==> config.mk <==
export PLATFORM = sky130hd
export DESIGN_NAME = sp_ram_arbiter
export DESIGN_NICKNAME = d
export VERILOG_FILES = /design/src/rtl/sp_ram_arbiter.sv
export SDC_FILE = /design/constraint.sdc
export NUM_CORES = 1
export LEC_CHECK = 0
export CORE_AREA = 2 2 93 95
export CTS_CLUSTER_DIAMETER = 100
export DETAILED_ROUTE_END_ITERATION = 16
export DIE_AREA = 0 0 95 97
export DONT_BUFFER_PORTS = 1
export GPL_TIMING_DRIVEN = 1
export HOLD_SLACK_MARGIN = 0.03
export MAX_ROUTING_LAYER = met4
export SLEW_MARGIN = 10
export SYNTH_ARGS = -nofsm -noshare
export SYNTH_HDL_FRONTEND = slang
export SYNTH_SLANG_ARGS = --single-unit
==> constraint.sdc <==
create_clock -name clk -period 3.01 [get_ports clk]
set_input_delay 0.301 -clock clk [delete_from_list [all_inputs] [get_ports clk]]
set_output_delay 0.301 -clock clk [all_outputs]
set_load 0.005 [all_outputs]
==> src/rtl/sp_ram_arbiter.sv <==
// rtl/sp_ram_arbiter.sv - two-master round-robin arbiter in front of one single-port RAM
//
// Purpose
//   Shares a single-port RAM between masters m0 and m1 with a req/gnt/rvalid
//   handshake. Grants are combinational and alternate under contention. One
//   access per cycle is sustained. The read response returns a fixed number of
//   cycles after the grant and is steered to the master that won the access.
//
// Configuration
//   SP_RAM_ARB_OUTREG_EN  when defined, registers rvalid/id/rdata a second time
//                         (gnt-to-rvalid = 2 cycles); otherwise 1 cycle.
//
// Ports
//   clk, rst            clock; synchronous active-high reset
//   mX_req_i            X in {0,1}: request, held until mX_gnt_o
//   mX_addr_i/we_i/be_i/wdata_i   access attributes, stable until granted
//   mX_gnt_o            access accepted this cycle (combinational)
//   mX_rvalid_o         response for an earlier granted access (reads and writes)
//   mX_rdata_o          read data, meaningful only for read responses
//   ram_en_o/addr_o/we_o/be_o/wdata_o   to the RAM macro
//   ram_rdata_i         from the RAM macro, registered one cycle after en
module sp_ram_arbiter #(
    parameter int ADDR_WIDTH = 8,
    parameter int DATA_WIDTH = 32
) (
    input  logic                    clk,
    input  logic                    rst,
    input  logic                    m0_req_i,
    input  logic [ADDR_WIDTH-1:0]   m0_addr_i,
    input  logic                    m0_we_i,
    input  logic [DATA_WIDTH/8-1:0] m0_be_i,
    input  logic [DATA_WIDTH-1:0]   m0_wdata_i,
    output logic                    m0_gnt_o,
    output logic                    m0_rvalid_o,
    output logic [DATA_WIDTH-1:0]   m0_rdata_o,
    input  logic                    m1_req_i,
    input  logic [ADDR_WIDTH-1:0]   m1_addr_i,
    input  logic                    m1_we_i,
    input  logic [DATA_WIDTH/8-1:0] m1_be_i,
    input  logic [DATA_WIDTH-1:0]   m1_wdata_i,
    output logic                    m1_gnt_o,
    output logic                    m1_rvalid_o,
    output logic [DATA_WIDTH-1:0]   m1_rdata_o,
    output logic                    ram_en_o,
    output logic [ADDR_WIDTH-1:0]   ram_addr_o,
    output logic                    ram_we_o,
    output logic [DATA_WIDTH/8-1:0] ram_be_o,
    output logic [DATA_WIDTH-1:0]   ram_wdata_o,
    input  logic [DATA_WIDTH-1:0]   ram_rdata_i
);

    // Index of the most recently granted master; reset to 1 so m0 wins first.
    logic last_q;
    logic gnt0;
    logic gnt1;
    logic any_gnt;

    // First response stage: valid and owner of the access issued last cycle.
    logic rsp_v_q;
    logic rsp_id_q;

    always_comb begin
        gnt0 = 1'b0;
        gnt1 = 1'b0;
        // Reset blocks grants so nothing reaches the RAM in a reset cycle.
        if (!rst) begin
            if (m0_req_i && m1_req_i) begin
                gnt0 = last_q;
                gnt1 = !last_q;
            end else begin
                gnt0 = m0_req_i;
                gnt1 = m1_req_i;
            end
        end
    end

    assign any_gnt  = gnt0 | gnt1;
    assign m0_gnt_o = gnt0;
    assign m1_gnt_o = gnt1;

    // Attributes follow m0 unless m1 is granted; en=0 keeps idle cycles harmless.
    assign ram_en_o    = any_gnt;
    assign ram_addr_o  = gnt1 ? m1_addr_i  : m0_addr_i;
    assign ram_we_o    = gnt1 ? m1_we_i    : m0_we_i;
    assign ram_be_o    = gnt1 ? m1_be_i    : m0_be_i;
    assign ram_wdata_o = gnt1 ? m1_wdata_i : m0_wdata_i;

    always_ff @(posedge clk) begin
        if (rst) begin
            last_q   <= 1'b1;
            rsp_v_q  <= 1'b0;
            rsp_id_q <= 1'b0;
        end else begin
            if (any_gnt) begin
                last_q <= gnt1;
            end
            rsp_v_q  <= any_gnt;
            rsp_id_q <= gnt1;
        end
    end

`ifdef SP_RAM_ARB_OUTREG_EN
    // Second stage retimes the response; RAM data is captured alongside.
    logic                  rsp2_v_q;
    logic                  rsp2_id_q;
    logic [DATA_WIDTH-1:0] rdata_q;

    always_ff @(posedge clk) begin
        if (rst) begin
            rsp2_v_q  <= 1'b0;
            rsp2_id_q <= 1'b0;
            rdata_q   <= '0;
        end else begin
            rsp2_v_q  <= rsp_v_q;
            rsp2_id_q <= rsp_id_q;
            rdata_q   <= ram_rdata_i;
        end
    end

    assign m0_rvalid_o = rsp2_v_q & !rsp2_id_q;
    assign m1_rvalid_o = rsp2_v_q &  rsp2_id_q;
    assign m0_rdata_o  = rdata_q;
    assign m1_rdata_o  = rdata_q;
`else
    assign m0_rvalid_o = rsp_v_q & !rsp_id_q;
    assign m1_rvalid_o = rsp_v_q &  rsp_id_q;
    assign m0_rdata_o  = ram_rdata_i;
    assign m1_rdata_o  = ram_rdata_i;
`endif

endmodule

==> results_dict.tcl, run 1 <==
set metrics [dict create \
    syn_to_final_growth_pct -27.6 \
    cp_data_arrival_time_ns 1.82 \
    ys_ff_latch 3 \
    drtPass1Iterations 3 \
    nNetsFinal 192 \
    die_y_um 97 \
    drt_wl_total_mm 2.80 \
    dp_slack_ns 1.06 \
    ant_nets 0 \
    num_rows 33 \
    synth_top_family_by_area "multiplexers" \
    fmax_mhz 471 \
    grt_overflow 0 \
    initial_core_util_pct 15.8 \
    via_count 601 \
    clock_path_buffers 2 \
    cp_slowest_cell "nand3b_4" \
    rsz0062_at_grt "false" \
    setup_violations 0 \
    fin_skew_ns 0.00275 \
    muxShareOfSynthArea_pct 47.7 \
    io_buffers 0 \
    antenna_found_initial 0 \
    postCtsHoldBufs 0 \
    vias_per_cell 3.54 \
    grt_max_degree 48 \
    yosysTopAreaCellShare_pct 37.5 \
    drive_gt1_share_pct 75.4 \
    clk_latency_ns 0.21 \
    wl_per_cell_um 16.5 \
    fin_tns_setup_ns 0 \
    initialDrtViolationCount 8 \
    critical_path_buf_inv_count 0 \
    synth_simple_gate_area_share_pct 5.27 \
    syn_area_um2 1280 \
    power.leakage_nw 0.430 \
    end_kind "primary output" \
    peakVddDrop_mv 0.275 \
    synth_compound_area_share_pct 0.390 \
    ys_warn_count 0 \
    synth_xor_xnor_area_share_pct 0 \
    cp_cell_sequence "nand2_1 > nand3b_4 > mux2_2" \
    timing.final.ws_setup_ns 0.886 \
    dieArea_um2 9220 \
    gp_congestion 0.623 \
    power_density_nw_per_um2 292 \
    drcViolationCount 0 \
    cts-resized-gates 0 \
    min_path_type "in -> reg" \
    ctsHtreeMaxLevel 1 \
    io_pins 240 \
    core_area_um2 8130 \
    chipWidth_um 95 \
    cts_tree "built" \
    cts_root_buf "clkbuf_8" \
    p_total_uw 271 \
    yosysSeqAreaShare_pct 4.68 \
    drv_cap 0 \
    cp.required_ns 2.71 \
    synth.avg_cell_area_um2 9.87 \
    cpPeakStageDelay_ns 0.57 \
    period_needed_ns 2.12 \
    tightest_slew_ns 0.803 \
    crit_path_start_kind "flip-flop" \
    hold_violations 0 \
    numCtsBuffers 3 \
    cp_max_fo 47 \
    syn_inst 130 \
    synth_cell_type_count 15 \
    hpwlAfterDp_mm 2.45 \
    outcome "finished, final reports clean" \
    n_antenna_cell 0 \
    grt_pass1_wl_mm 3.33 \
    finalCritPeriodShare_pct 70.6 \
    report.final.slew_viol_count 0 \
    yosysTopAreaCell "buf_4" \
    grt_usage_pct 5.10 \
    clkTransAtPathRegs_ns 0.03 \
    cts_sinks 3 \
    cts_setup_buffers 0 \
    syn_nets 256 \
    synthAdderAreaFrac_pct 0 \
    crit_type "reg -> out" \
    slew_headroom_pct 46.5 \
    crit_family "simple AND/OR/NAND/NOR gates" \
    yosys-top-cells-area "buf_4 (37%), mux2_4 (33%), mux2_2 (15%)" \
    grt_pass1_vias 593 \
]
-- flip-flops by register name, indices dropped and copies added (netlist names) --
name and count:
last_q 1, rsp_id_q 1, rsp_v_q 1
-- final cells by class --
cell class                 instances  area, µm²
fill                             918       7210
multi-input combinational         56        684
tap                              105        131
sequential                         3       60.1
clock buffer                       4       45.0
inverter                           2       7.51
-- path summary, 6_finish.rpt --
kind                             from                   to  slack [ns]  depth (start not counted)
setup / recovery  last_q$_SDFFE_PP1P_      ram_wdata_o[31]        0.89                          3
setup reg to reg  last_q$_SDFFE_PP1P_  rsp_id_q$_SDFF_PP0_        1.77                          3
hold / removal                    rst   rsp_v_q$_SDFF_PP0_        0.16                          1
hold reg to reg   last_q$_SDFFE_PP1P_  last_q$_SDFFE_PP1P_        0.56                          2
-- worst reg2reg max path: stages, from the launching register on --
cell and delay, ns:
dfxtp_1 0.34, nand2_1 0.11, nand3b_4 0.58, inv_1 0.08
-- cell usage after synthesis (all sizes together) --
cell and instances:
nor2 3, and2 1, nand3b 1, nor2b 2
buf 69, dfxtp 3, nand2 1, mux2 45
nand2b 1, nor3b 1, inv 2, o21ai 1
-- kinds of logic (layout without fill, tap and decap cells) --
kind of cell,count (synthesis),count (layout)
AO/OA/AOI/OAI,1,1
multiplexers,45,45
buffers and inverters,71,6
flip-flops,3,3
AND/OR/NAND/NOR,10,10
-- placed cells by master, fill, tap and decap left out --
cell type,n
and2_1,1
clkbuf_1,1
clkbuf_8,3
dfxtp_1,3
inv_1,2
mux2_2,17
mux2_4,28
nand2_1,1
nand2b_1,1
nand3b_4,1
nor2_1,3
nor2b_1,2
nor3b_1,1
o21ai_0,1
-- stage by stage --
stage	hold slack, ns	instance area [µm²]	cells	util, %
floorplan	0.373	1280	130	-
detailed placement	0.384	883	166	10.9
CTS	0.158	928	170	11.4
global route	0.168	928	170	11.4
global placement	0.379	883	166	10.9
finish	0.165	928	170	11.4
-- power by group --
| group | internal [mW] | switching, mW |
|---|---|---|
| sequential | 0.0427 | 0.00136 |
| clock | 0.0902 | 0.0252 |
| combinational | 0.0669 | 0.0444 |
-- metal layers --
layer  wire length, µm  track usage (%)
met5                 0                -
met2              1400             8.35
met3               455             3.74
met1               905             4.86
met4                32             1.00
(Power assumes the default switching activity.)
==> run 2: changes to the inputs <==
- CORE_AREA: 2 2 93 95 -> 2 2 94 96
- DIE_AREA: 0 0 95 97 -> 0 0 96 98
- clock period: 3.01 -> 1.86 ns (I/O delays scaled with it)
==> run 2 against run 1 <==
Effect of this change:
- sequential share of layout area fell by 0.16 points
- worst setup slack got worse by 0.70 ns
- core utilization fell by 0.17 points
- count of clock-buffer cells in the layout did not move
- clock power rose by 61%
- via count rose by 0.83%
- combinational power rose by 62%
- hold slack got worse by 0.12 ns
- largest cell class unchanged
==> results_dict.tcl, run 2 (synthesis results as in run 1) <==
set metrics [dict create \
    cp.required_ns 1.67 \
    numCtsBuffers 3 \
    rsz0062_at_grt "false" \
    cts_sinks 3 \
    min_path_type "in -> reg" \
    setup_violations 0 \
    grt_pass1_wl_mm 3.14 \
    drt_wl_total_mm 2.60 \
    rrSetupSlack_ns 0.83 \
    ctsHtreeMaxLevel 1 \
    nNetsFinal 193 \
    n_antenna_cell 0 \
    drv_cap 0 \
    busiest_layer "met2" \
    clock_path_buffers 2 \
    met3_usage_pct 3.47 \
    grt_usage_pct 4.52 \
    cp_max_fo 47 \
    chipWidth_um 96 \
    wl_per_cell_um 14.9 \
    outcome "finished, final reports clean" \
    antenna_found_initial 0 \
    cts_setup_buffers 0 \
    io_buffers 0 \
    cts_root_buf "clkbuf_8" \
    finalCritPeriodShare_pct 89.8 \
    initial_core_util_pct 15.1 \
    gp_congestion 0.728 \
    cp_data_arrival_time_ns 1.48 \
    num_rows 34 \
    dp_slack_ns 0.387 \
    timing.final.ws_setup_ns 0.190 \
    core_area_um2 8470 \
    initialDrtViolationCount 9 \
    grt_overflow 0 \
    syn_to_final_growth_pct -25.8 \
    postCtsHoldBufs 0 \
    ant_nets 0 \
    power_density_nw_per_um2 459 \
    tightest_slew_ns 0.303 \
    crit_path_start_kind "flip-flop" \
    fin_tns_setup_ns 0 \
    grt_max_degree 48 \
    slew_headroom_pct 79.8 \
    drtPass1Iterations 4 \
    hold_violations 0 \
    cts_tree "built" \
    clk_latency_ns 0.21 \
    end_kind "primary output" \
    crit_type "reg -> out" \
    io_pins 240 \
    peakVddDrop_mv 0.365 \
    die_y_um 98 \
    layout_common_cells "mux2_4 (28), mux2_2 (17), nor2_1 (3), clkbuf_8 (3), dfxtp_1 (3)" \
    drive_gt1_share_pct 75.8 \
    num-fill-cells 950 \
    fmax_mhz 599 \
    dieArea_um2 9410 \
    clkTransAtPathRegs_ns 0.03 \
    report.final.slew_viol_count 0 \
    fin_cells 174 \
    cts-resized-gates 0 \
    period_needed_ns 1.67 \
    reg.largest.list "last_q (1), rsp_id_q (1), rsp_v_q (1)" \
    power.leakage_nw 0.441 \
    hpwlAfterDp_mm 2.19 \
    drcViolationCount 0 \
    final_common_cell "mux2_4" \
    fin_skew_ns 0.00108 \
    via_count 606 \
    grt_pass1_vias 572 \
    use_met1_pct 4.24 \
    dp.cells 170 \
    grt_use_met2_pct 6.62 \
    vias_per_cell 3.48 \
]
-- run 2: cell count changes in the layout (fill, tap and decap cells not counted) --
cell	delta
buf_12	+1
-- run 2: critical path, cell delays in order (launching register included) --
cell,delay (ns)
dfxtp_1,0.35
nand2_1,0.11
nand3b_4,0.10
buf_12,0.28
mux2_2,0.42
-- run 2: area by class of cell --
class	count	area [µm²]	share of cell area [%]
Clock buffer	4	45.0	4.73
Inverter	2	7.51	0.788
Multi-Input combinational cell	56	684	71.9
Sequential cell	3	60.1	6.31
Tap cell	108	135	14.2
Timing Repair Buffer	1	20.0	2.10
-- run 2: per-stage QoR --
| stage | power, mW | area (µm²) | utilization [%] | hold slack (ns) |
|---|---|---|---|---|
| after floorplan | 0.350 | 1280 | - | 0.258 |
| after global placement | 0.255 | 907 | 10.7 | 0.263 |
| after detailed placement | 0.255 | 907 | 10.7 | 0.263 |
| after CTS | 0.446 | 952 | 11.2 | 0.0423 |
| after global routing | 0.463 | 952 | 11.2 | 0.0420 |
| final | 0.437 | 952 | 11.2 | 0.0456 |
-- run 2: path summary, 6_finish.rpt --
check,to,depth (start not counted),start
min reg2reg,last_q$_SDFFE_PP1P_,2,last_q$_SDFFE_PP1P_
min,rsp_v_q$_SDFF_PP0_,1,rst
max,ram_addr_o[1],4,last_q$_SDFFE_PP1P_
max reg2reg,rsp_id_q$_SDFF_PP0_,4,last_q$_SDFFE_PP1P_
-- run 2: metal layers --
| layer | wire (µm) | up-vias |
|---|---|---|
| li1 | - | 239 |
| met1 | 742 | 253 |
| met2 | 1260 | 103 |
| met3 | 542 | 11 |
| met4 | 58 | 0 |
| met5 | 0 | - |
-- run 2: report_power, final --
| group | internal [mW] | total, mW | switching, mW |
|---|---|---|---|
| clock | 0.146 | 0.185 | 0.0391 |
| sequential | 0.0691 | 0.0715 | 0.00243 |
| combinational | 0.109 | 0.180 | 0.0711 |
| total | 0.324 | 0.437 | 0.113 |
==> RTL change 1 (flow settings as in run 2) <==
Set the parameter `ADDR_WIDTH` to 7 (it was 8).
--- a/src/rtl/sp_ram_arbiter.sv
+++ b/src/rtl/sp_ram_arbiter.sv
@@ -21,5 +21,5 @@
 //   ram_rdata_i         from the RAM macro, registered one cycle after en
 module sp_ram_arbiter #(
-    parameter int ADDR_WIDTH = 8,
+    parameter int ADDR_WIDTH = 7,
     parameter int DATA_WIDTH = 32
 ) (
Ports: changed (resized m0_addr_i, m1_addr_i and ram_addr_o); port bits go from 240 to 237. No check against the original RTL was run, so the function may have changed too.
==> RTL change 1 against run 2 <==
Worst setup slack better by 0.018 ns; count of clock-buffer cells in the layout did not move; sequential cell count did not move; clock power up 3%; design area is 2.2% higher; worst hold slack worse by 0.0032 ns; largest power group unchanged; synthesized area increased by 3.9%; critical path type unchanged; wire length decreased by 3.9%; total power grew 2.4%.
==> RTL change 1: results (changes against run 2) <==
Parameter                              Value

CTS
  CTS clk-pin slew, worst paths    0.03 ns (about the same)
  Number of H-tree branching levels    1 (unchanged)
  Post-cts gate resize count    0 (unchanged)
  Cell at the root of the clock tree    sky130_fd_sc_hd__clkbuf_8 (unchanged)

Placed design
  GPL Wtd Cong    0.789 (was 0.728)
  Placed inst area    928 um^2 (was 907 um^2)

Detailed routing
  Number of DRC markers in iteration 0    4 (was 9)
  WL per Instance    14.4 um (was 14.9 um)
  DR WL met3    390 um (was 542 um)
  Met2 Wirelength    1.25 mm (was 1.26 mm)
  M1 wire length    823 um (was 742 um)
  Via count    605 (was 606)
  Number of search-and-repair iterations in the first detailed-routing pass    2 (was 4)

STA
  Final hold slack    0.0424 ns (was 0.0456 ns)
  Actual transition at the worst max-transition pin    0.257 ns (was 0.303 ns)
  Final clock skew    0.0000814 ns (was 0.00108 ns)

Yosys
  Synth top area cells    sky130_fd_sc_hd__mux2_4, sky130_fd_sc_hd__buf_4, sky130_fd_sc_hd__mux2_2 (was sky130_fd_sc_hd__buf_4, sky130_fd_sc_hd__mux2_4, sky130_fd_sc_hd__mux2_2)
  Number of synthesis warnings    0 (unchanged)
  Cell variety after synth    16 (was 15)
  Top cells by instance count after synthesis    sky130_fd_sc_hd__buf_4, sky130_fd_sc_hd__mux2_4, sky130_fd_sc_hd__mux2_2 (was sky130_fd_sc_hd__buf_4, sky130_fd_sc_hd__mux2_4, sky130_fd_sc_hd__mux2_2, sky130_fd_sc_hd__buf_6)
  Most used DFF post-synth    sky130_fd_sc_hd__dfxtp_1 (unchanged)
  Multiplexer share of the synthesized area    0.479 (was 0.477)
  Synthesized-area fraction occupied by adder cells    0 (unchanged)
  Sequential element share of the synthesized area    0.0451 (was 0.0468)
  Net count after synthesis    253 (was 256)
  Compound-Gate Fraction of Synth Area    0.00376 (was 0.00390)

Final layout
  Register area    60.1 um^2 (unchanged)
  Largest registers    last_q x1, rsp_id_q x1, rsp_v_q x1 (unchanged)
  Share of cells above drive strength 1    0.742 (was 0.758)
  Number of nets in the layout    191 (was 193)
  Number of fillers in the final layout    952 (was 950)

Worst setup path
  Worst-path maximum fanout    34 (was 47)
  Setup slack, reg-to-reg    0.84 ns
  Largest stage delay on the critical path    0.38 ns (was 0.42 ns)

Power
  Static leakage    0.479 nW (was 0.441 nW)
  Maximum VDD drop    0.335 mV (was 0.365 mV)

Global routing
  Overall global routing resource usage    0.0448 (was 0.0452)
  Wire length of the first global-routing pass    3.04 mm (was 3.14 mm)
  Number of global-route vias before repair    596 (was 572)
  Maximum number of pins on one net before global-route repair    35 (was 48)

Min path
  Cell count of the worst hold path    1 (unchanged)
  Startpoint of the tightest hold check path    rst (unchanged)

Status
  Result of the run    finished, final reports clean (unchanged)
## RTL change 1: worst max-delay path: cells and delay by family (launching register included)
kind / cells / cell delay, ns
buffers and inverters: 1 / 0.27
DFF: 1 / 0.33
and+or+nand+nor: 2 / 0.23
muxes: 1 / 0.38
## RTL change 1: final cells by class
class | count | share of cell area
multi-input combinational | 55 | 0.717
clock buffer | 4 | 0.0463
sequential | 3 | 0.0617
timing repair buffer | 2 | 0.0283
inverter | 2 | 0.00771
tap | 108 | 0.139
## RTL change 1: cell families after synthesis
| kind of cell | count (synthesis) |
|---|---|
| mux | 44 |
| buf+inv | 71 |
| flops | 3 |
| compound gates | 1 |
| simple gates | 10 |
## RTL change 1: routing by layer
layer,global-route usage,vias up
li1,-,237
met2,0.0721,99
met1,0.0434,263
met4,0.0253,0
met5,-,-
met3,0.0216,6
## RTL change 1: worst max-delay path by stage
stage | from | end | slack [ns] | depth (start not counted)
3_5_place_dp | last_q | ram_be_o[3] | 0.42 | 4
2_1_floorplan | last_q | ram_wdata_o[23] | 0.59 | 5
5_1_grt | last_q | ram_be_o[3] | 0.08 | 4
4_1_cts | last_q | ram_be_o[3] | 0.18 | 4
3_3_place_gp | last_q | ram_be_o[3] | 0.47 | 4
6_report | last_q | ram_be_o[3] | 0.21 | 4
## RTL change 1: metrics by stage
stage | setup slack, ns | instances
6_report | 0.209 | 174
5_1_grt | 0.0839 | 174
4_1_cts | 0.183 | 174
3_5_place_dp | 0.418 | 170
3_3_place_gp | 0.468 | 170
2_1_floorplan | 0.590 | 129
## RTL change 1: power by group
part           switching [mW]  total [mW]  internal [mW]
clock network          0.0434       0.190          0.146
logic                  0.0695       0.187          0.117
registers             0.00205      0.0711         0.0691
==> RTL change 2 (settings of run 2) <==
Without the edit above. Build with the macro `SP_RAM_ARB_OUTREG_EN` defined.
--- a/src/rtl/sp_ram_arbiter.sv
+++ b/src/rtl/sp_ram_arbiter.sv
@@ -20,4 +20,6 @@
 //   ram_en_o/addr_o/we_o/be_o/wdata_o   to the RAM macro
 //   ram_rdata_i         from the RAM macro, registered one cycle after en
+`define SP_RAM_ARB_OUTREG_EN
+
 module sp_ram_arbiter #(
     parameter int ADDR_WIDTH = 8,
Function: changed (Yosys sat finds a counterexample within 4 cycles, from zero or initial values and one cycle with rst high).
==> RTL change 2 against run 2 <==
Global-route usage grew 4.6 points; worst setup slack got worse by 0.053 ns; fmax fell by 3.1%; die area is the same; synthesized area rose by 52%; total power increased to 4.2 times the old value; clock power rose to 3.9 times the old value; sequential cell count grew 34; wire length up 80%; synthesized cell count grew 31%; critical endpoint is now ram_we_o; largest cell class unchanged; via count up 85%; design area up 130%; count of clock-buffer cells in the layout is 2 higher.
==> RTL change 2: results (changes against run 2) <==
Parameter                              Value

Status
  Result of the run    finished, final reports clean (unchanged)

Placed design
  Post-detail-place hpwl    3.43 mm (was 2.19 mm)
  GPL Wtd Cong    0.708 (was 0.728)

CTS
  Number of buffers added by the clock tree synthesis step    5 (was 3)
  Number of H-tree branching levels    2 (was 1)
  CTS clk-pin slew, worst paths    0.07 ns (was 0.03 ns)
  CTS Hold Bufs    22 (was 0)

Global routing
  Wire length of the first global-routing pass    6.11 mm (was 3.14 mm)
  Number of global-route vias before repair    1062 (was 572)
  Overall global routing resource usage    0.0914 (was 0.0452)

Worst setup path
  Critical path arrival    1.54 ns (was 1.48 ns)
  Largest stage delay on the critical path    0.40 ns (was 0.42 ns)
  Worst setup path endpoint    ram_we_o (was ram_addr_o[1])

Final layout
  Share of cells above drive strength 1    0.327 (was 0.758)
  Number of nets in the layout    290 (was 193)

Power
  Static leakage    0.965 nW (was 0.441 nW)
  Switching share of total power    0.221 (was 0.258)
  Power share of the clock group    0.386 (was 0.424)

Detailed routing
  Met2 Wirelength    2.26 mm (was 1.26 mm)
  WL per Instance    17.1 um (was 14.9 um)
  Number of DRC markers in iteration 0    11 (was 9)
  Number of vias per cell    4.11 (was 3.48)
  M1 wire length    1.98 mm (was 742 um)
  Highest metal layer with signal wires    met3 (was met4)
  DR WL met3    429 um (was 542 um)

Yosys
  Sequential element share of the synthesized area    0.380 (was 0.0468)
  Multiplexer share of the synthesized area    0.314 (was 0.477)
  Cell variety after synth    17 (was 15)
  Top cells by instance count after synthesis    sky130_fd_sc_hd__dfxtp_1, sky130_fd_sc_hd__buf_4, sky130_fd_sc_hd__mux2_4, sky130_fd_sc_hd__nor2b_1, sky130_fd_sc_hd__mux2_2 (was sky130_fd_sc_hd__buf_4, sky130_fd_sc_hd__mux2_4, sky130_fd_sc_hd__mux2_2, sky130_fd_sc_hd__buf_6)

Min path
  Startpoint of the tightest hold check path    ram_rdata_i[3] (was rst)
  Worst Hold End    m0_rdata_o[3] (was rsp_v_q)

STA
  Final clock skew    0.00663 ns (was 0.00108 ns)
  Actual transition at the worst max-transition pin    0.976 ns (was 0.303 ns)
## RTL change 2: through the flow
step / area [um^2] / std cells / hold slack [ns] / total power, mW / worst slack [ns]
3_3_place_gp: 1800 / 238 / 0.262 / 1.10 / 0.477
5_1_grt: 2190 / 273 / 0.0347 / 1.95 / 0.0260
4_1_cts: 2140 / 268 / 0.0315 / 1.87 / 0.120
2_1_floorplan: 1950 / 170 / 0.311 / 1.13 / 0.577
3_5_place_dp: 1800 / 238 / 0.262 / 1.10 / 0.436
6_report: 2190 / 273 / 0.0400 / 1.84 / 0.137
## RTL change 2: routing by layer
metal / up-vias / track usage
met1: 517 / 0.120
met2: 100 / 0.130
met4: 0 / 0.0297
met5: - / -
li1: 504 / -
met3: 0 / 0.0316
## RTL change 2: final cells by class
class,instances,share of cell area
Clock buffer,6,0.0377
Clock inverter,2,0.0171
Inverter,2,0.00343
Multi-Input combinational cell,90,0.409
Sequential cell,37,0.338
Tap cell,108,0.0617
Timing Repair Buffer,28,0.132
